### src/rtl/adder_sequencer_pkg.sv
// adder_seq_pkg: shared types and constants for the nibble-serial adder.
//   state_t    - sequencer FSM states (IDLE, RUN, DONE)
//   NIBBLE_W   - width of the time-shared adder slice
//   STATE_RST  - value the state register takes on reset
package adder_seq_pkg;

  localparam int NIBBLE_W = 4;

  typedef enum logic [1:0] {
    IDLE = 2'd0,
    RUN  = 2'd1,
    DONE = 2'd2
  } state_t;

  localparam state_t STATE_RST = IDLE;

endpackage

### src/rtl/adder_sequencer_four_bit_adder.sv
// fourBitAdder: bit-level 4-bit ripple-carry adder cell.
//   c0        - carry in
//   a0..a3    - operand A bits (a0 = LSB)
//   b0..b3    - operand B bits (b0 = LSB)
//   r0..r3    - sum bits (r0 = LSB)
//   r4        - carry out
module fourBitAdder (
  input  logic c0,
  input  logic a0,
  input  logic a1,
  input  logic a2,
  input  logic a3,
  input  logic b0,
  input  logic b1,
  input  logic b2,
  input  logic b3,
  output logic r0,
  output logic r1,
  output logic r2,
  output logic r3,
  output logic r4
);

  logic c1, c2, c3;

  assign r0 = a0 ^ b0 ^ c0;
  assign c1 = (a0 & b0) | (c0 & (a0 ^ b0));
  assign r1 = a1 ^ b1 ^ c1;
  assign c2 = (a1 & b1) | (c1 & (a1 ^ b1));
  assign r2 = a2 ^ b2 ^ c2;
  assign c3 = (a2 & b2) | (c2 & (a2 ^ b2));
  assign r3 = a3 ^ b3 ^ c3;
  assign r4 = (a3 & b3) | (c3 & (a3 ^ b3));

endmodule

### src/rtl/adder_sequencer.sv
// adder_sequencer: adds two W = 4*NIBBLES bit operands by time-sharing one
// fourBitAdder, one nibble per clock, LSB nibble first, with the carry
// registered between nibbles.
//   clk, rst               - clock, async active-high reset
//   in_valid/in_ready      - request handshake (ready only in IDLE, out of reset)
//   in_a, in_b, in_cin     - operands and carry-in, latched at accept
//   in_sub                 - subtract select (only with ADDSEQ_SUB_EN defined)
//   out_valid/out_ready    - response handshake
//   out_sum, out_cout      - result and carry out of the top nibble
//   busy                   - high while an operation is in RUN or DONE
// Optional feature macro: ADDSEQ_SUB_EN (adds in_sub, computes A - B).
module adder_sequencer
  import adder_seq_pkg::*;
#(
  parameter int NIBBLES = 4
) (
  input  logic                      clk,
  input  logic                      rst,
  input  logic                      in_valid,
  output logic                      in_ready,
  input  logic [NIBBLE_W*NIBBLES-1:0] in_a,
  input  logic [NIBBLE_W*NIBBLES-1:0] in_b,
  input  logic                      in_cin,
`ifdef ADDSEQ_SUB_EN
  input  logic                      in_sub,
`endif
  output logic                      out_valid,
  input  logic                      out_ready,
  output logic [NIBBLE_W*NIBBLES-1:0] out_sum,
  output logic                      out_cout,
  output logic                      busy
);

  localparam int W    = NIBBLE_W * NIBBLES;
  localparam int IDXW = $clog2(NIBBLES);
  localparam logic [IDXW-1:0] LAST = IDXW'(NIBBLES - 1);

  state_t              state;
  logic [IDXW-1:0]     idx;
  logic [W-1:0]        a_q, b_q;
  logic                carry_q;
  logic                ready_q;

  logic [NIBBLE_W-1:0] a_nib, b_nib, sum_nib;
  logic                c_out;

  // ready_q is the registered IDLE flag; masking with rst keeps in_ready low
  // during reset while letting it rise on the first cycle after release.
  assign in_ready = ready_q & ~rst;

  // nibble mux into the shared adder
  assign a_nib = a_q[idx*NIBBLE_W +: NIBBLE_W];
  assign b_nib = b_q[idx*NIBBLE_W +: NIBBLE_W];

  fourBitAdder u_add (
    .c0 (carry_q),
    .a0 (a_nib[0]), .a1 (a_nib[1]), .a2 (a_nib[2]), .a3 (a_nib[3]),
    .b0 (b_nib[0]), .b1 (b_nib[1]), .b2 (b_nib[2]), .b3 (b_nib[3]),
    .r0 (sum_nib[0]), .r1 (sum_nib[1]), .r2 (sum_nib[2]), .r3 (sum_nib[3]),
    .r4 (c_out)
  );

  always_ff @(posedge clk or posedge rst) begin
    if (rst) begin
      state     <= STATE_RST;
      idx       <= '0;
      a_q       <= '0;
      b_q       <= '0;
      carry_q   <= 1'b0;
      ready_q   <= 1'b1;
      out_sum   <= '0;
      out_cout  <= 1'b0;
      out_valid <= 1'b0;
      busy      <= 1'b0;
    end else begin
      case (state)
        IDLE: begin
          if (in_valid && ready_q) begin
            a_q <= in_a;
`ifdef ADDSEQ_SUB_EN
            // A - B = A + ~B + 1; cin is ignored when subtracting
            b_q     <= in_sub ? ~in_b : in_b;
            carry_q <= in_sub ? 1'b1 : in_cin;
`else
            b_q     <= in_b;
            carry_q <= in_cin;
`endif
            idx     <= '0;
            ready_q <= 1'b0;
            busy    <= 1'b1;
            state   <= RUN;
          end
        end
        RUN: begin
          out_sum[idx*NIBBLE_W +: NIBBLE_W] <= sum_nib;
          carry_q <= c_out;
          if (idx == LAST) begin
            // idx is left at LAST so it never wraps; the next accept clears it
            out_cout  <= c_out;
            out_valid <= 1'b1;
            state     <= DONE;
          end else begin
            idx <= idx + 1'b1;
          end
        end
        DONE: begin
          if (out_ready) begin
            out_valid <= 1'b0;
            busy      <= 1'b0;
            ready_q   <= 1'b1;
            state     <= IDLE;
          end
        end
        default: begin
          out_valid <= 1'b0;
          busy      <= 1'b0;
          ready_q   <= 1'b1;
          state     <= IDLE;
        end
      endcase
    end
  end

endmodule
### config.mk
export PLATFORM = sky130hd
export DESIGN_NAME = adder_sequencer
export DESIGN_NICKNAME = d
export VERILOG_FILES = /design/src/rtl/adder_sequencer_pkg.sv /design/src/rtl/adder_sequencer_four_bit_adder.sv /design/src/rtl/adder_sequencer.sv
export SDC_FILE = /design/constraint.sdc
export NUM_CORES = 1
export LEC_CHECK = 0
export CAP_MARGIN = 15
export CORE_MARGIN = 2
export CORE_UTILIZATION = 50
export DETAILED_ROUTE_END_ITERATION = 6
export PLACE_DENSITY = 0.78
export SKIP_CTS_REPAIR_TIMING = 1
export SLEW_MARGIN = 15
export SYNTH_ARGS = -nofsm -noshare
export SYNTH_HDL_FRONTEND = slang
export SYNTH_SLANG_ARGS = --single-unit
export TNS_END_PERCENT = 1
### constraint.sdc
create_clock -name clk -period 7.54 [get_ports clk]
set_clock_uncertainty 0.1 [all_clocks]
set_input_delay 1.885 -clock clk [delete_from_list [all_inputs] [get_ports clk]]
set_output_delay 1.885 -clock clk [all_outputs]
set_load 0.01 [all_outputs]
==> results.yml, run 1 <==
status:
  status: "finished, final reports clean"
clock_tree:
  clkSlewWorstSetupHoldPaths_ns: 0.07
  clock_tree.buffer_depth: 2
  clock_sinks: 57
  clockRootBuffer: "clkbuf_8"
  cts_tree: "yes"
  clkLatencyLatePin_ns: 0.33
  htreeDepth: 3
  numCtsBuffers: 9
yosys:
  synth-compound-area-share: 0.0724
  syn_nets: 231
  yosysWarningCount: 0
  synth_edf_count: 0
  syn_area_per_cell_sq_um: 14.5
  synth_xor_area_frac: 0
  ys_ff_latch: 57
  synth_top_family_by_area: "multiplexers"
  syn_area_sq_mm: 0.00266
  synthSimpleGateAreaFrac: 0.0738
  synth_ff_type: "dfrtp_1"
  synth-async-reset-ratio: 1.00
  synthAdderAreaFrac: 0.0583
  netlist-cell-type-count: 33
  muxShareOfSynthArea: 0.212
  ys_seq_area_frac: 0.537
  synth_cells: 184
cells_and_area:
  diodes: 0
  layout_common_cells: "dfrtp_1 (56), clkdlybuf4s50_1 (56), mux2_2 (34), inv_1 (14), a22o_1 (12)"
  syn_to_final_growth_pct: 29.7
  stdcell_count: 319
  nFillCells: 403
  layout.nets: 292
  drive_gt1_frac: 0.261
critical_path:
  cp_cell_sequence: "clkdlybuf4s50_1, nor2_1, clkdlybuf4s50_1"
  crit_path_frequent_cell: "clkdlybuf4s50_1"
  crit_type: "input pin to output pin"
  slowest_stage: "clkdlybuf4s50_1"
  cp_max_fo: 2
  crit_arrival_ns: 2.97
  critPathTopFamily: "buffers and inverters"
  worst-path-buf-inv: 2
  setup.worst_path.start_class: "input pin"
  worstRegToRegCells: 8
  r2r_end: "out_sum[15]"
  slowest_delay_ns: 0.54
  timing.rr.start: "idx[0]"
  reg2reg_setup_slack_ns: 4.12
  required_ns: 5.56
  cp-end-kind: "output pin"
die:
  rows: 26
  die_h_microns: 76.9
  coreArea_sq_mm: 0.00511
  die_width_microns: 76.9
  initial_utilization: 0.521
  die_area_sq_mm: 0.00592
  num_io_pins: 57
routing:
  routed_wirelength_microns: 4780
  firstDrtPassIters: 4
  wl_per_cell_microns: 15.0
  drtAntennaViolNets: 0
  routed-via-count: 1668
  drt-vias-per-instance: 5.23
  drc: 0
  first_iter_violations: 162
placement:
  dp_cells: 304
  place_ws_ns: 2.59
  io_buffers: 56
  dpl.hpwl_microns: 3360
  gp_congestion: 0.780
timing:
  final_hold_viol_count: 0
  setup-tns-final_ns: 0
  relSlewSlack: 0.416
  fin_crit_ns: 4.95
  setup_viol: 0
  fin_ws_ns: 2.59
  slew_violations: 0
  post-route-period-util: 0.657
  max_freq_mhz: 202
  worst_pin_slew_ns: 0.877
  hold_ws_ns: 0.381
  rsz0062_at_grt: "no"
global_route:
  grt_pass1_vias: 1732
  grt_usage: 0.185
  grt_pass1_wl_microns: 8360
  antenna_found_initial: 0
  grt_max_degree: 58
  grt_overflow: 0
min_path:
  hp-class: "flip-flop to flip-flop"
  whs_endpoint: "out_sum[9]"
  holdPathStages: 2
  min_from: "out_sum[9]"
pwr:
  power_density_mw_per_mm2: 386
  p_leak_nw: 1.55
  ir_drop_mv: 0.193
flow_run:
  cap_violations: 0
==> worst max path at each step <==
stage,start,endpoint,slack (ns),cells past startpoint
floorplan,rst,in_ready,3.51,1
global placement,rst,in_ready,2.62,3
detailed placement,rst,in_ready,2.59,3
CTS,rst,in_ready,2.58,3
global route,rst,in_ready,2.53,3
finish,rst,in_ready,2.59,3
==> tightest hold or removal path, stage by stage, from the launching register on <==
cell and delay (ns):
dfrtp_1 0.34, nand2_1 0.05, o21ai_0 0.06
==> cell usage after synthesis (2+ instances only) <==
library cell | count | area share
dfrtp_1 | 56 | 0.53
mux2_2 | 34 | 0.14
inv_1 | 15 | 0.021
a22o_1 | 12 | 0.040
mux4_2 | 8 | 0.068
nand2_1 | 7 | 0.0099
ha_1 | 6 | 0.028
o21ai_0 | 5 | 0.0094
buf_6 | 4 | 0.017
fa_1 | 4 | 0.030
nor2_1 | 4 | 0.0056
a21oi_1 | 2 | 0.0038
buf_4 | 2 | 0.0056
nand3b_1 | 2 | 0.0056
nand3b_4 | 2 | 0.015
nor3_1 | 2 | 0.0038
nor3b_1 | 2 | 0.0056
o41ai_1 | 2 | 0.0066
==> cell type report <==
type	instances	area, sq um	area share
Sequential cell	57	1430	0.414
Multi-Input combinational cell	104	1110	0.321
Timing Repair Buffer	58	576	0.167
Clock buffer	12	155	0.0450
Tap cell	70	87.6	0.0254
Inverter	15	56.3	0.0163
Clock inverter	3	40.0	0.0116
==> sequential cells by signal, indices dropped and copies added (netlist names) <==
| name | count |
|---|---|
| out_cout | 1 |
| ready_q | 1 |
| idx | 2 |
| b_q | 16 |
| busy | 1 |
| state | 2 |
| carry_q | 1 |
| a_q | 16 |
| out_sum | 16 |
| out_valid | 1 |
==> per-layer routing <==
| metal | track usage | up-vias | wire [microns] | share of wire |
|---|---|---|---|---|
| li1 | - | 787 | - | - |
| met4 | 0.0818 | 0 | 85 | 0.018 |
| met1 | 0.244 | 820 | 2110 | 0.44 |
| met2 | 0.289 | 51 | 2340 | 0.49 |
| met3 | 0.0471 | 10 | 238 | 0.050 |
| met5 | 0 | - | 0 | 0 |
==> logic make-up after synthesis <==
group                      Yosys count
AOI/OAI and AO/OA                   25
adders and majority gates           10
buffers and inverters               23
DFF                                 57
muxes                               42
and+or+nand+nor                     27
==> power breakdown <==
| group | leakage [nW] | switching, mW | internal (mW) | total [mW] |
|---|---|---|---|---|
| sequential | 0.727 | 0.0985 | 0.419 | 0.517 |
| combinational | 0.723 | 0.247 | 0.285 | 0.533 |
| clock | 0.102 | 0.113 | 0.168 | 0.281 |
| total | 1.55 | 0.459 | 0.872 | 1.33 |
==> per-stage QoR <==
stage                     utilization  cell area (sq um)  power [mW]
final                           0.675               3450        1.33
after CTS                       0.675               3450        1.35
after global routing            0.675               3450        1.43
after detailed placement        0.637               3250        1.06
after global placement          0.637               3250        1.04
after floorplan                     -               2660       0.878
No activity file was read; power rests on OpenSTA's default activity.
==> run 2: changes to the inputs <==
- CORE_UTILIZATION: 50 -> 46
- PLACE_DENSITY: 0.78 -> 0.75
- clock period: 7.54 -> 4.3 ns (I/O delays scaled with it)
==> results.yml, run 2 (same netlist as run 1, synthesis figures left out) <==
timing:
  rsz0062_at_grt: "no"
  setup-tns-final_ns: 0
  relSlewSlack: 0.526
  slew_violations: 0
  post-route-period-util: 0.770
  final_hold_viol_count: 0
  fin_crit_ns: 3.31
  setup_viol: 0
  worst_pin_slew_ns: 0.709
  max_freq_mhz: 302
  fin_ws_ns: 0.987
global_route:
  grt_pass1_vias: 1708
  grt_pass1_wl_microns: 8280
  grt_overflow: 0
  grt_max_degree: 36
  antenna_found_initial: 0
  grt_usage: 0.176
pwr:
  comb_power_share: 0.415
  ir_drop_mv: 0.331
  p_leak_nw: 1.55
  power_frac_clock: 0.193
  seq_power_share: 0.392
  p_sw_uw: 794
  swShare: 0.349
  power_density_mw_per_mm2: 661
  p_int_mw: 1.48
min_path:
  whs_endpoint: "out_sum[9]"
  hp-class: "flip-flop to flip-flop"
  holdPathStages: 2
  min_from: "out_sum[9]"
die:
  die_h_microns: 80.0
  rows: 27
  die_width_microns: 80.0
  initial_utilization: 0.480
  num_io_pins: 57
  die_area_sq_mm: 0.00641
  coreArea_sq_mm: 0.00554
routing:
  drt-vias-per-instance: 5.24
  routed_wirelength_microns: 4930
  routed-via-count: 1692
  drtAntennaViolNets: 0
  drc: 0
  first_iter_violations: 81
  firstDrtPassIters: 4
  wl_per_cell_microns: 15.3
critical_path:
  worstRegToRegCells: 8
  cp-end-kind: "output pin"
  setup.worst_path.start_class: "input pin"
  cp_max_fo: 2
  reg2reg_setup_slack_ns: 1.38
  timing.rr.start: "idx[1]"
  crit_arrival_ns: 2.14
  r2r_end: "out_sum[15]"
  crit_type: "input pin to output pin"
  required_ns: 3.12
cells_and_area:
  layout_common_cells: "dfrtp_1 (56), clkdlybuf4s50_1 (56), mux2_2 (34), inv_1 (14), a22o_1 (12)"
  largestRegisters: "a_q (16), b_q (16), out_sum (16)"
  syn_to_final_growth_pct: 29.3
  layout.nets: 293
  multiInputGateArea_sq_mm: 0.00111
  diodes: 0
  drive_gt1_frac: 0.263
  register_area_sq_mm: 0.00143
  nFillCells: 446
placement:
  dpl.hpwl_microns: 3530
  io_buffers: 56
  gp_congestion: 0.803
  place_ws_ns: 0.985
clock_tree:
  cts_tree: "yes"
  clkSlewWorstSetupHoldPaths_ns: 0.06
  numCtsBuffers: 9
  htreeDepth: 3
  clock_sinks: 57
  clock_tree.buffer_depth: 2
  clkLatencyLatePin_ns: 0.34
  clockRootBuffer: "clkbuf_8"
status:
  status: "finished, final reports clean"
flow_run:
  cap_violations: 0
## run 2: cell count changes in the layout (fill, tap and decap cells not counted)
| cell | previous run | this run |
|---|---|---|
| buf_4 | 2 | 3 |
| bufinv_16 | 1 | 0 |
| clkbuf_1 | 1 | 2 |
| clkinv_2 | 2 | 3 |
## run 2: final cells by class
| class | count | share of cell area |
|---|---|---|
| Inverter | 15 | 0.0164 |
| Timing Repair Buffer | 59 | 0.170 |
| Sequential cell | 57 | 0.415 |
| Tap cell | 72 | 0.0262 |
| Clock buffer | 13 | 0.0462 |
| Multi-Input combinational cell | 104 | 0.322 |
| Clock inverter | 3 | 0.00437 |
## run 2: worst max path at each step
stage	from	end	slack [ns]
2_1_floorplan	idx[0]	out_sum[7]	1.33
3_3_place_gp	rst	in_ready	0.99
3_5_place_dp	rst	in_ready	0.99
4_1_cts	rst	in_ready	0.98
5_1_grt	rst	in_ready	0.94
6_report	rst	in_ready	0.99
## run 2: power by group through the flow
stage | clock (mW) | combinational (mW) | sequential, mW
after floorplan | 0 | 0.690 | 0.849
after global placement | 0 | 0.944 | 0.891
after detailed placement | 0 | 0.952 | 0.902
after CTS | 0.450 | 0.964 | 0.894
after global routing | 0.484 | 1.03 | 0.919
final | 0.439 | 0.944 | 0.890
## run 2: per-layer routing
layer	track usage	share of wire	up-vias	routed length (microns)
met3	0.0645	0.047	9	230
met5	0	0	-	0
met1	0.227	0.45	844	2210
met2	0.264	0.49	46	2400
met4	0.0814	0.018	0	89
li1	-	-	793	-
## run 2: per-stage QoR
stage               std cells  power [mW]  hold WS (ns)  cell area [sq um]  utilization
floorplan                 184        1.54         0.367               2660            -
global placement          307        1.83         0.367               3260        0.589
detailed placement        307        1.85         0.384               3260        0.589
CTS                       323        2.31         0.398               3440        0.621
global route              323        2.44         0.413               3440        0.621
finish                    323        2.27         0.387               3440        0.621
## run 2: worst max-delay path, cell delays in order
cell and delay [ns]:
clkdlybuf4s50_1 0.43, nor2_1 0.10, clkdlybuf4s50_1 0.53
